<file path="config.mk">
export PLATFORM = sky130hd
export DESIGN_NAME = akiko_c2p_ext
export DESIGN_NICKNAME = d
export VERILOG_FILES = /design/src/rtl/akiko_pkg.sv /design/src/rtl/akiko_xpose_mux.sv /design/src/rtl/akiko_c2p_ext.sv
export SDC_FILE = /design/constraint.sdc
export NUM_CORES = 1
export LEC_CHECK = 0
export BUFFER_PORTS_ARGS = -buffer_cell sky130_fd_sc_hd__buf_4
export CAP_MARGIN = 40
export CORE_ASPECT_RATIO = 0.8
export CORE_MARGIN = 8
export CORE_UTILIZATION = 35
export CTS_BUF_LIST = sky130_fd_sc_hd__clkbuf_4 sky130_fd_sc_hd__clkbuf_8
export CTS_CLUSTER_DIAMETER = 60
export CTS_CLUSTER_SIZE = 8
export DETAILED_ROUTE_END_ITERATION = 12
export HOLD_SLACK_MARGIN = 0.06
export SYNTH_ARGS = -nofsm -noshare
export SYNTH_HDL_FRONTEND = slang
export SYNTH_SLANG_ARGS = --single-unit
</file>
<file path="constraint.sdc">
create_clock -name clk -period 5.8 [get_ports clk]
set_clock_uncertainty 0.05 [all_clocks]
set_input_delay 1.16 -clock clk [delete_from_list [all_inputs] [get_ports clk]]
set_output_delay 1.16 -clock clk [all_outputs]
set_load 0.02 [all_outputs]
</file>
<file path="src/rtl/akiko_pkg.sv">
// Shared definitions for the Akiko chunky/planar converter.
//   akiko_state_e : converter sequencing states
//   REG_*         : register offsets, matched against address_in[7:2]
//   MODE_*        : conversion direction held in CTRL bit 0
//   CTRL_*_BIT    : bit positions inside the CTRL register
package akiko_pkg;

  typedef enum logic [1:0] {
    ST_IDLE  = 2'd0,
    ST_FILL  = 2'd1,
    ST_DRAIN = 2'd2
  } akiko_state_e;

  localparam logic [5:0] REG_DATA = 6'b001110;  // $B80038 / $B8003A
  localparam logic [5:0] REG_CTRL = 6'b001100;  // $B80030 / $B80032

  localparam logic MODE_C2P = 1'b0;
  localparam logic MODE_P2C = 1'b1;

  localparam int CTRL_MODE_BIT  = 0;
  localparam int CTRL_ABORT_BIT = 1;
  localparam int CTRL_FILL_BIT  = 8;
  localparam int CTRL_DRAIN_BIT = 9;
  localparam int CTRL_FULL_BIT  = 10;

endpackage

</file>
<file path="src/rtl/akiko_xpose_mux.sv">
// Combinational read-word selector for the converter bit matrix.
// Ports:
//   bits  : flattened matrix, bit index = pixel*PLANES + plane
//   mode  : MODE_C2P reads planar words, MODE_P2C reads chunky words
//   rdptr : word index within the block
//   word  : selected DATA_W-bit read word
// PLANES must divide DATA_W so that whole pixels pack into one chunky word.
module akiko_xpose_mux
  import akiko_pkg::*;
#(
  parameter int DATA_W = 16,
  parameter int PIXELS = 16,
  parameter int PLANES = 8,
  parameter int PTR_W  = 4
) (
  input  logic [PIXELS*PLANES-1:0] bits,
  input  logic                     mode,
  input  logic [PTR_W-1:0]         rdptr,
  output logic [DATA_W-1:0]        word
);

  localparam int WORDS  = PIXELS * PLANES / DATA_W;
  localparam int PPW    = DATA_W / PLANES;   // pixels per chunky word
  localparam int GROUPS = PIXELS / DATA_W;   // planar words per plane
  localparam int DEPTH  = 1 << PTR_W;

  // Padded to the full pointer range so the final select needs no range check.
  logic [DATA_W-1:0] word_tbl [DEPTH];

  for (genvar k = 0; k < DEPTH; k++) begin : g_word
    if (k < WORDS) begin : g_live
      logic [DATA_W-1:0] c2p_w;
      logic [DATA_W-1:0] p2c_w;

      // Planar word k: plane k/GROUPS, leftmost pixel in the MSB.
      for (genvar i = 0; i < DATA_W; i++) begin : g_planar
        assign c2p_w[DATA_W-1-i] = bits[((k % GROUPS) * DATA_W + i) * PLANES + k / GROUPS];
      end

      // Chunky word k: first pixel in the top field, plane 0 at the field LSB.
      for (genvar j = 0; j < PPW; j++) begin : g_chunk_px
        for (genvar p = 0; p < PLANES; p++) begin : g_chunk_pl
          assign p2c_w[DATA_W-(j+1)*PLANES+p] = bits[(k * PPW + j) * PLANES + p];
        end
      end

      assign word_tbl[k] = (mode == MODE_P2C) ? p2c_w : c2p_w;
    end else begin : g_pad
      assign word_tbl[k] = '0;
    end
  end

  assign word = word_tbl[rdptr];

endmodule

</file>
<file path="src/rtl/akiko_c2p_ext.sv">
// Akiko chunky-to-planar / planar-to-chunky converter on the $B8 register bus.
// Ports:
//   clk, reset_n : system clock, asynchronous active-low reset
//   address_in   : CPU word address [23:1]
//   data_in      : write data
//   data_out     : read data, 0 unless a DATA/CTRL read is in progress
//   rd           : one-clock read strobe
//   hwr, lwr     : one-clock byte-lane write strobes (both needed for a write)
//   sel_akiko    : $B8xxxx decode
//
// state    | meaning
// ---------+----------------------------------------------------------
// ST_IDLE  | no block in flight; pointers at 0
// ST_FILL  | accepting block words at wrptr (held once wrptr == W)
// ST_DRAIN | returning transposed words at rdptr; W-th read ends block
module akiko_c2p_ext
  import akiko_pkg::*;
#(
  parameter int DATA_W = 16,
  parameter int PIXELS = 16,
  parameter int PLANES = 8
) (
  input  logic              clk,
  input  logic              reset_n,
  input  logic [23:1]       address_in,
  input  logic [DATA_W-1:0] data_in,
  output logic [DATA_W-1:0] data_out,
  input  logic              rd,
  input  logic              hwr,
  input  logic              lwr,
  input  logic              sel_akiko
);

  localparam int WORDS  = PIXELS * PLANES / DATA_W;
  localparam int PTR_W  = $clog2(WORDS + 1);
  localparam int PPW    = DATA_W / PLANES;
  localparam int GROUPS = PIXELS / DATA_W;
  localparam logic [PTR_W-1:0] PTR_ONE  = PTR_W'(1);
  localparam logic [PTR_W-1:0] PTR_LAST = PTR_W'(WORDS - 1);
  localparam logic [PTR_W-1:0] PTR_FULL = PTR_W'(WORDS);

  akiko_state_e              state;
  logic [PTR_W-1:0]          wrptr;
  logic [PTR_W-1:0]          rdptr;
  logic                      mode;
  logic [PIXELS*PLANES-1:0]  bits_q;
  logic [PIXELS*PLANES-1:0]  bits_d;

  logic sel_data, sel_ctrl, wr_both;
  logic data_wr, data_rd, ctrl_wr, ctrl_rd;
  logic store;
  logic [PTR_W-1:0]  wr_idx;
  logic [PTR_W-1:0]  rd_idx;
  logic [DATA_W-1:0] rd_word;
  logic              ctrl_new_mode;
  logic              ctrl_abort;

  logic unused_addr;
  assign unused_addr = ^{address_in[23:8], address_in[1]};

  assign sel_data = sel_akiko && (address_in[7:2] == REG_DATA);
  assign sel_ctrl = sel_akiko && (address_in[7:2] == REG_CTRL);
  assign wr_both  = hwr && lwr;
  assign data_wr  = sel_data && wr_both;
  assign data_rd  = sel_data && rd;
  assign ctrl_wr  = sel_ctrl && wr_both;
  assign ctrl_rd  = sel_ctrl && rd;

  assign ctrl_new_mode = data_in[CTRL_MODE_BIT];
  assign ctrl_abort    = data_in[CTRL_ABORT_BIT] ||
                         ((ctrl_new_mode != mode) && (state != ST_IDLE));

  // IDLE and DRAIN both restart the block at word 0; a full FILL drops writes.
  assign store  = data_wr && !((state == ST_FILL) && (wrptr == PTR_FULL));
  assign wr_idx = (state == ST_FILL) ? wrptr : '0;
  assign rd_idx = (state == ST_DRAIN) ? rdptr : '0;

  // Each matrix bit knows statically which word and which data_in bit feeds it
  // in either direction, so the write path is a per-bit compare and mux.
  for (genvar px = 0; px < PIXELS; px++) begin : g_pix
    for (genvar pl = 0; pl < PLANES; pl++) begin : g_pl
      localparam int IDX = px * PLANES + pl;
      localparam logic [PTR_W-1:0] K_C2P = PTR_W'(px / PPW);
      localparam logic [PTR_W-1:0] K_P2C = PTR_W'(pl * GROUPS + px / DATA_W);
      localparam int SRC_C2P = DATA_W - ((px % PPW) + 1) * PLANES + pl;
      localparam int SRC_P2C = DATA_W - 1 - (px % DATA_W);
      logic hit;

      assign hit = store && ((mode == MODE_C2P) ? (wr_idx == K_C2P) : (wr_idx == K_P2C));
      assign bits_d[IDX] = hit ? ((mode == MODE_C2P) ? data_in[SRC_C2P] : data_in[SRC_P2C])
                               : bits_q[IDX];
    end
  end

  always_ff @(posedge clk or negedge reset_n) begin
    if (!reset_n) begin
      bits_q <= '0;
    end else begin
      bits_q <= bits_d;
    end
  end

  always_ff @(posedge clk or negedge reset_n) begin
    if (!reset_n) begin
      state <= ST_IDLE;
      wrptr <= '0;
      rdptr <= '0;
      mode  <= MODE_C2P;
    end else if (ctrl_wr) begin
      mode <= ctrl_new_mode;
      if (ctrl_abort) begin
        state <= ST_IDLE;
        wrptr <= '0;
        rdptr <= '0;
      end
    end else if (data_wr) begin
      // A write in the same cycle as rd wins; the read only shows on data_out.
      case (state)
        ST_IDLE: begin
          wrptr <= PTR_ONE;
          state <= ST_FILL;
        end
        ST_FILL: begin
          if (wrptr != PTR_FULL) begin
            wrptr <= wrptr + PTR_ONE;
          end
        end
        ST_DRAIN: begin
          rdptr <= '0;
          wrptr <= PTR_ONE;
          state <= ST_FILL;
        end
        default: begin
          state <= ST_IDLE;
          wrptr <= '0;
          rdptr <= '0;
        end
      endcase
    end else if (data_rd) begin
      case (state)
        ST_IDLE, ST_FILL: begin
          wrptr <= '0;
          if (WORDS == 1) begin
            rdptr <= '0;
            state <= ST_IDLE;
          end else begin
            rdptr <= PTR_ONE;
            state <= ST_DRAIN;
          end
        end
        ST_DRAIN: begin
          if (rdptr == PTR_LAST) begin
            rdptr <= '0;
            state <= ST_IDLE;
          end else begin
            rdptr <= rdptr + PTR_ONE;
          end
        end
        default: begin
          state <= ST_IDLE;
          wrptr <= '0;
          rdptr <= '0;
        end
      endcase
    end
  end

  akiko_xpose_mux #(
    .DATA_W (DATA_W),
    .PIXELS (PIXELS),
    .PLANES (PLANES),
    .PTR_W  (PTR_W)
  ) u_xpose_mux (
    .bits  (bits_q),
    .mode  (mode),
    .rdptr (rd_idx),
    .word  (rd_word)
  );

  // Read data is combinational in the rd cycle so the CPU sees it without a wait state.
  always_comb begin
    data_out = '0;
    if (reset_n) begin
      if (data_rd) begin
        data_out = rd_word;
      end else if (ctrl_rd) begin
        data_out[CTRL_MODE_BIT]  = mode;
        data_out[CTRL_FILL_BIT]  = (state == ST_FILL);
        data_out[CTRL_DRAIN_BIT] = (state == ST_DRAIN);
        data_out[CTRL_FULL_BIT]  = (wrptr == PTR_FULL);
      end
    end
  end

endmodule

</file>
==> results by group <==
Run status
  • Outcome: finished clean

Synthesis
  • Register area share after synthesis: 35.3%
  • Commonest cells in the netlist: dfrtp_1 (139), nor2_1 (128), a21oi_1 (126), nand2_1 (113), clkbuf_1 (75)
  • Share of the synthesized area in the top cell type: about a third
  • Cells after Synth: 1137
  • Synth area leader: dfrtp_1
  • Top_reg_cell synth: dfrtp_1
  • Count of cell types in the netlist: 69
  • Most frequent cell after synthesis: dfrtp_1
  • Post-synth net total: 1185
  • Synthesized area per cell: 8.66 um^2
  • Synth Register Bits: 139
  • Synth async-reset ratio: 100%
  • Largest cells by area after synthesis: dfrtp_1 (35%), mux4_2 (8.2%), a21oi_1 (6.4%)
  • Synth warnings: 0
  • Mapped Area: slightly below 10000 um^2
  • Number of enable flip-flop cells after synthesis: 0

Placed design
  • Number of cells after detailed placement: 1484
  • GP Congestion: between 1 and 1.5
  • Pre-CTS setup slack: 1.26 ns
  • PortBufs: 43
  • DPL Wire Length: 30800 um

Timing
  • Sum Neg Setup Slack: 0 ns
  • Max-slew headroom: 42.2%
  • RSZ-0062 raised after global routing: no
  • Final Max Tran Viols: 0
  • Max Fclk: 0.209 GHz
  • Final hold violations: 0
  • Setup WS post-layout: 1.01 ns
  • Worst Tran Pin Value: around 0.87 ns
  • Final setup fails: 0
  • Tcrit/Tclk final: 82.6%
  • Fin crit period: 4.79 ns

Die
  • Vert. Die Dim: 166 um
  • Starting Density: 35.2%
  • FP Rows: 55
  • DIE WIDTH: 204 um
  • Die Area: about 34000 um^2
  • Core area: roughly 28000 um^2
  • Io pins: 61

Worst setup path
  • R2R Path End: bits_q[5]$_DFFE_PN0P_
  • Start point of the critical path: state[1]$_DFFE_PN0P_
  • Worst R2R Start: mode$_DFFE_PN0N_
  • CP top delay family: simple AND/OR/NAND/NOR gates
  • Crit Path Class: register to primary output
  • CP endpoint kind: primary output
  • Worst-path maximum fanout: 17
  • WP data arrival: 3.58 ns
  • Reg2reg path depth: 5
  • CP max-delay cell: dfrtp_1
  • Worst path buffer plus inverter count: 1
  • FF-to-FF setup slack: 2.66 ns
  • Startpoint types: register
  • Worst path max stage delay: 0.72 ns
  • Cell depth of the worst setup path: 6
  • Worst endpoint required time: about 4.6 ns
  • Worst-path cell chain: nor2b_1 > nand2_1 > a2111oi_0 > nor2_1 > a221oi_1 > buf_4
  • End point of the critical path: data_out[7]

Final layout
  • Filler cell count: 2784
  • Final Core Density: 39.5%
  • Area delta synth->final: 12.3%
  • Layout cell share with drive strength beyond 1: approximately 17%
  • Cell Count, Final, Fillers Out: 1517
  • Multi-input combinational cell area: 5890 um^2
  • Nets: approximately 1.2k
  • Sequential Area: 3480 um^2

Detailed routing
  • DRT Wirelength: 44600 um
  • WL/cell: between 20 and 30 um
  • DRC: 0
  • DRT iter0 DRCs: 1594
  • Final ANT Viol Nets: 0
  • Via/cell ratio: 6.93
  • Via Count: about 11k
  • First-pass DRT Iterations: 7

Clocking
  • Hold_buf cts: 0
  • # Post-CTS Setup Buffers: 0
  • H-tree lvl count: 4
  • Clock latency at the later pin of the worst-skew pair: 0.48 ns
  • Root buf cell: clkbuf_8
  • Post-CTS Resized: 0
  • Clk buf depth: 2
  • # clock sinks: 139
  • Total CTS buffers: 17
  • Clk slew on worst S/H paths: 0.09 ns
  • CTS tree: done

Power
  • Leakage: 4.30 nW
  • Pwr/cell area: 213 nW/um^2
  • Pwr Total: 0.00236 W
  • Worst VDD drop: 0.144 mV

Global route
  • Vias in the first global route: just under 10k
  • Congestion Overflow GR: 0
  • Gr usage total: approximately a quarter
  • Pin count of the biggest net entering global routing: 61
  • First-pass GRT wire length: 66400 um
  • Initial antenna violation count: 3

Job
  • Max-cap violations: 0

Worst hold path
  • Tightest Hold Check Type: register to register
[sequential cells by signal, indices dropped and copies added, names as in the netlist]
register,flops
state,2
bits_q,128
mode,1
wrptr,4
rdptr,4
[where the power goes]
part	switching [W]	leakage, nW	total [W]	internal [W]
registers	0.0000421	1.92	0.00103	0.000983
clock network	0.000429	0.221	0.000935	0.000506
logic	0.000274	2.16	0.000400	0.000125
[per-stage QoR]
step | cell area, um^2 | hold slack (ns)
after CTS | 11100 | 0.443
final | 11100 | 0.438
after floorplan | 9850 | 0.392
after detailed placement | 10600 | 0.424
after global routing | 11100 | 0.477
after global placement | 10500 | 0.411
[worst min path at each step]
| stage | start | end | slack, ns | cells after the start |
|---|---|---|---|---|
| 2_1_floorplan | bits_q[93]$_DFFE_PN0P_ | bits_q[93]$_DFFE_PN0P_ | 0.39 | 2 |
| 3_5_place_dp | bits_q[93]$_DFFE_PN0P_ | bits_q[93]$_DFFE_PN0P_ | 0.42 | 2 |
| 3_3_place_gp | bits_q[93]$_DFFE_PN0P_ | bits_q[93]$_DFFE_PN0P_ | 0.41 | 2 |
| 5_1_grt | bits_q[93]$_DFFE_PN0P_ | bits_q[93]$_DFFE_PN0P_ | 0.48 | 2 |
| 4_1_cts | bits_q[93]$_DFFE_PN0P_ | bits_q[93]$_DFFE_PN0P_ | 0.44 | 2 |
| 6_report | bits_q[85]$_DFFE_PN0P_ | bits_q[85]$_DFFE_PN0P_ | 0.44 | 2 |
[cells in the final DEF (no fill, tap or decap), drive strengths merged, types with 6 or more instances in the layout]
cell type / instances
a211oi: 40
a21o: 7
a21oi: 126
a221oi: 13
a22oi: 11
a2bb2oi: 7
a31oi: 15
and2: 9
buf: 87
clkbuf: 21
dfrtp: 139
inv: 12
mux2: 11
mux2i: 31
mux4: 36
nand2: 113
nand2b: 10
nand3: 25
nor2: 129
nor3: 37
o21a: 13
o21ai: 59
o221a: 8
o221ai: 6
o22a: 6
o22ai: 46
o2bb2ai: 17
o31ai: 10
o32ai: 13
or3: 7
[routing by layer]
layer  share of wire, %  up-vias  routed length [um]  global-route usage, %
met5               0.13        -                  56                      0
met4                3.9        4                1730                   10.6
met3                 15      143                6570                   9.50
met2                 41      855               18100                   34.6
met1                 41     5172               18100                   36.8
li1                   -     4332                   -                      -
[final cells by class]
class	count	share of cell area, %
Multi-Input combinational cell	875	53.3
Sequential cell	139	31.5
Timing Repair Buffer	88	6.55
Tap cell	370	4.19
Clock buffer	21	2.56
Clock inverter	11	1.50
Inverter	12	0.407
Antenna cell	1	0.0226
[cell families after synthesis]
kind of cell	after synthesis	synth area share (%)
buffers and inverters	123	5.15
adder cells (fa/ha/maj)	3	0.381
AO/OA/AOI/OAI	430	29.6
multiplexers	78	12.6
flip-flops	139	35.3
AND/OR/NAND/NOR	363	16.9
XOR/XNOR	1	0.0890
[worst register-to-register path, cell delays in order (launching register included)]
cell and delay [ns]:
dfrtp_4 0.73, inv_2 0.74, buf_4 0.43, nand4_1 0.63, o22ai_1 0.33, a21oi_1 0.08
Note: power is estimated with default switching activity, not from simulation.
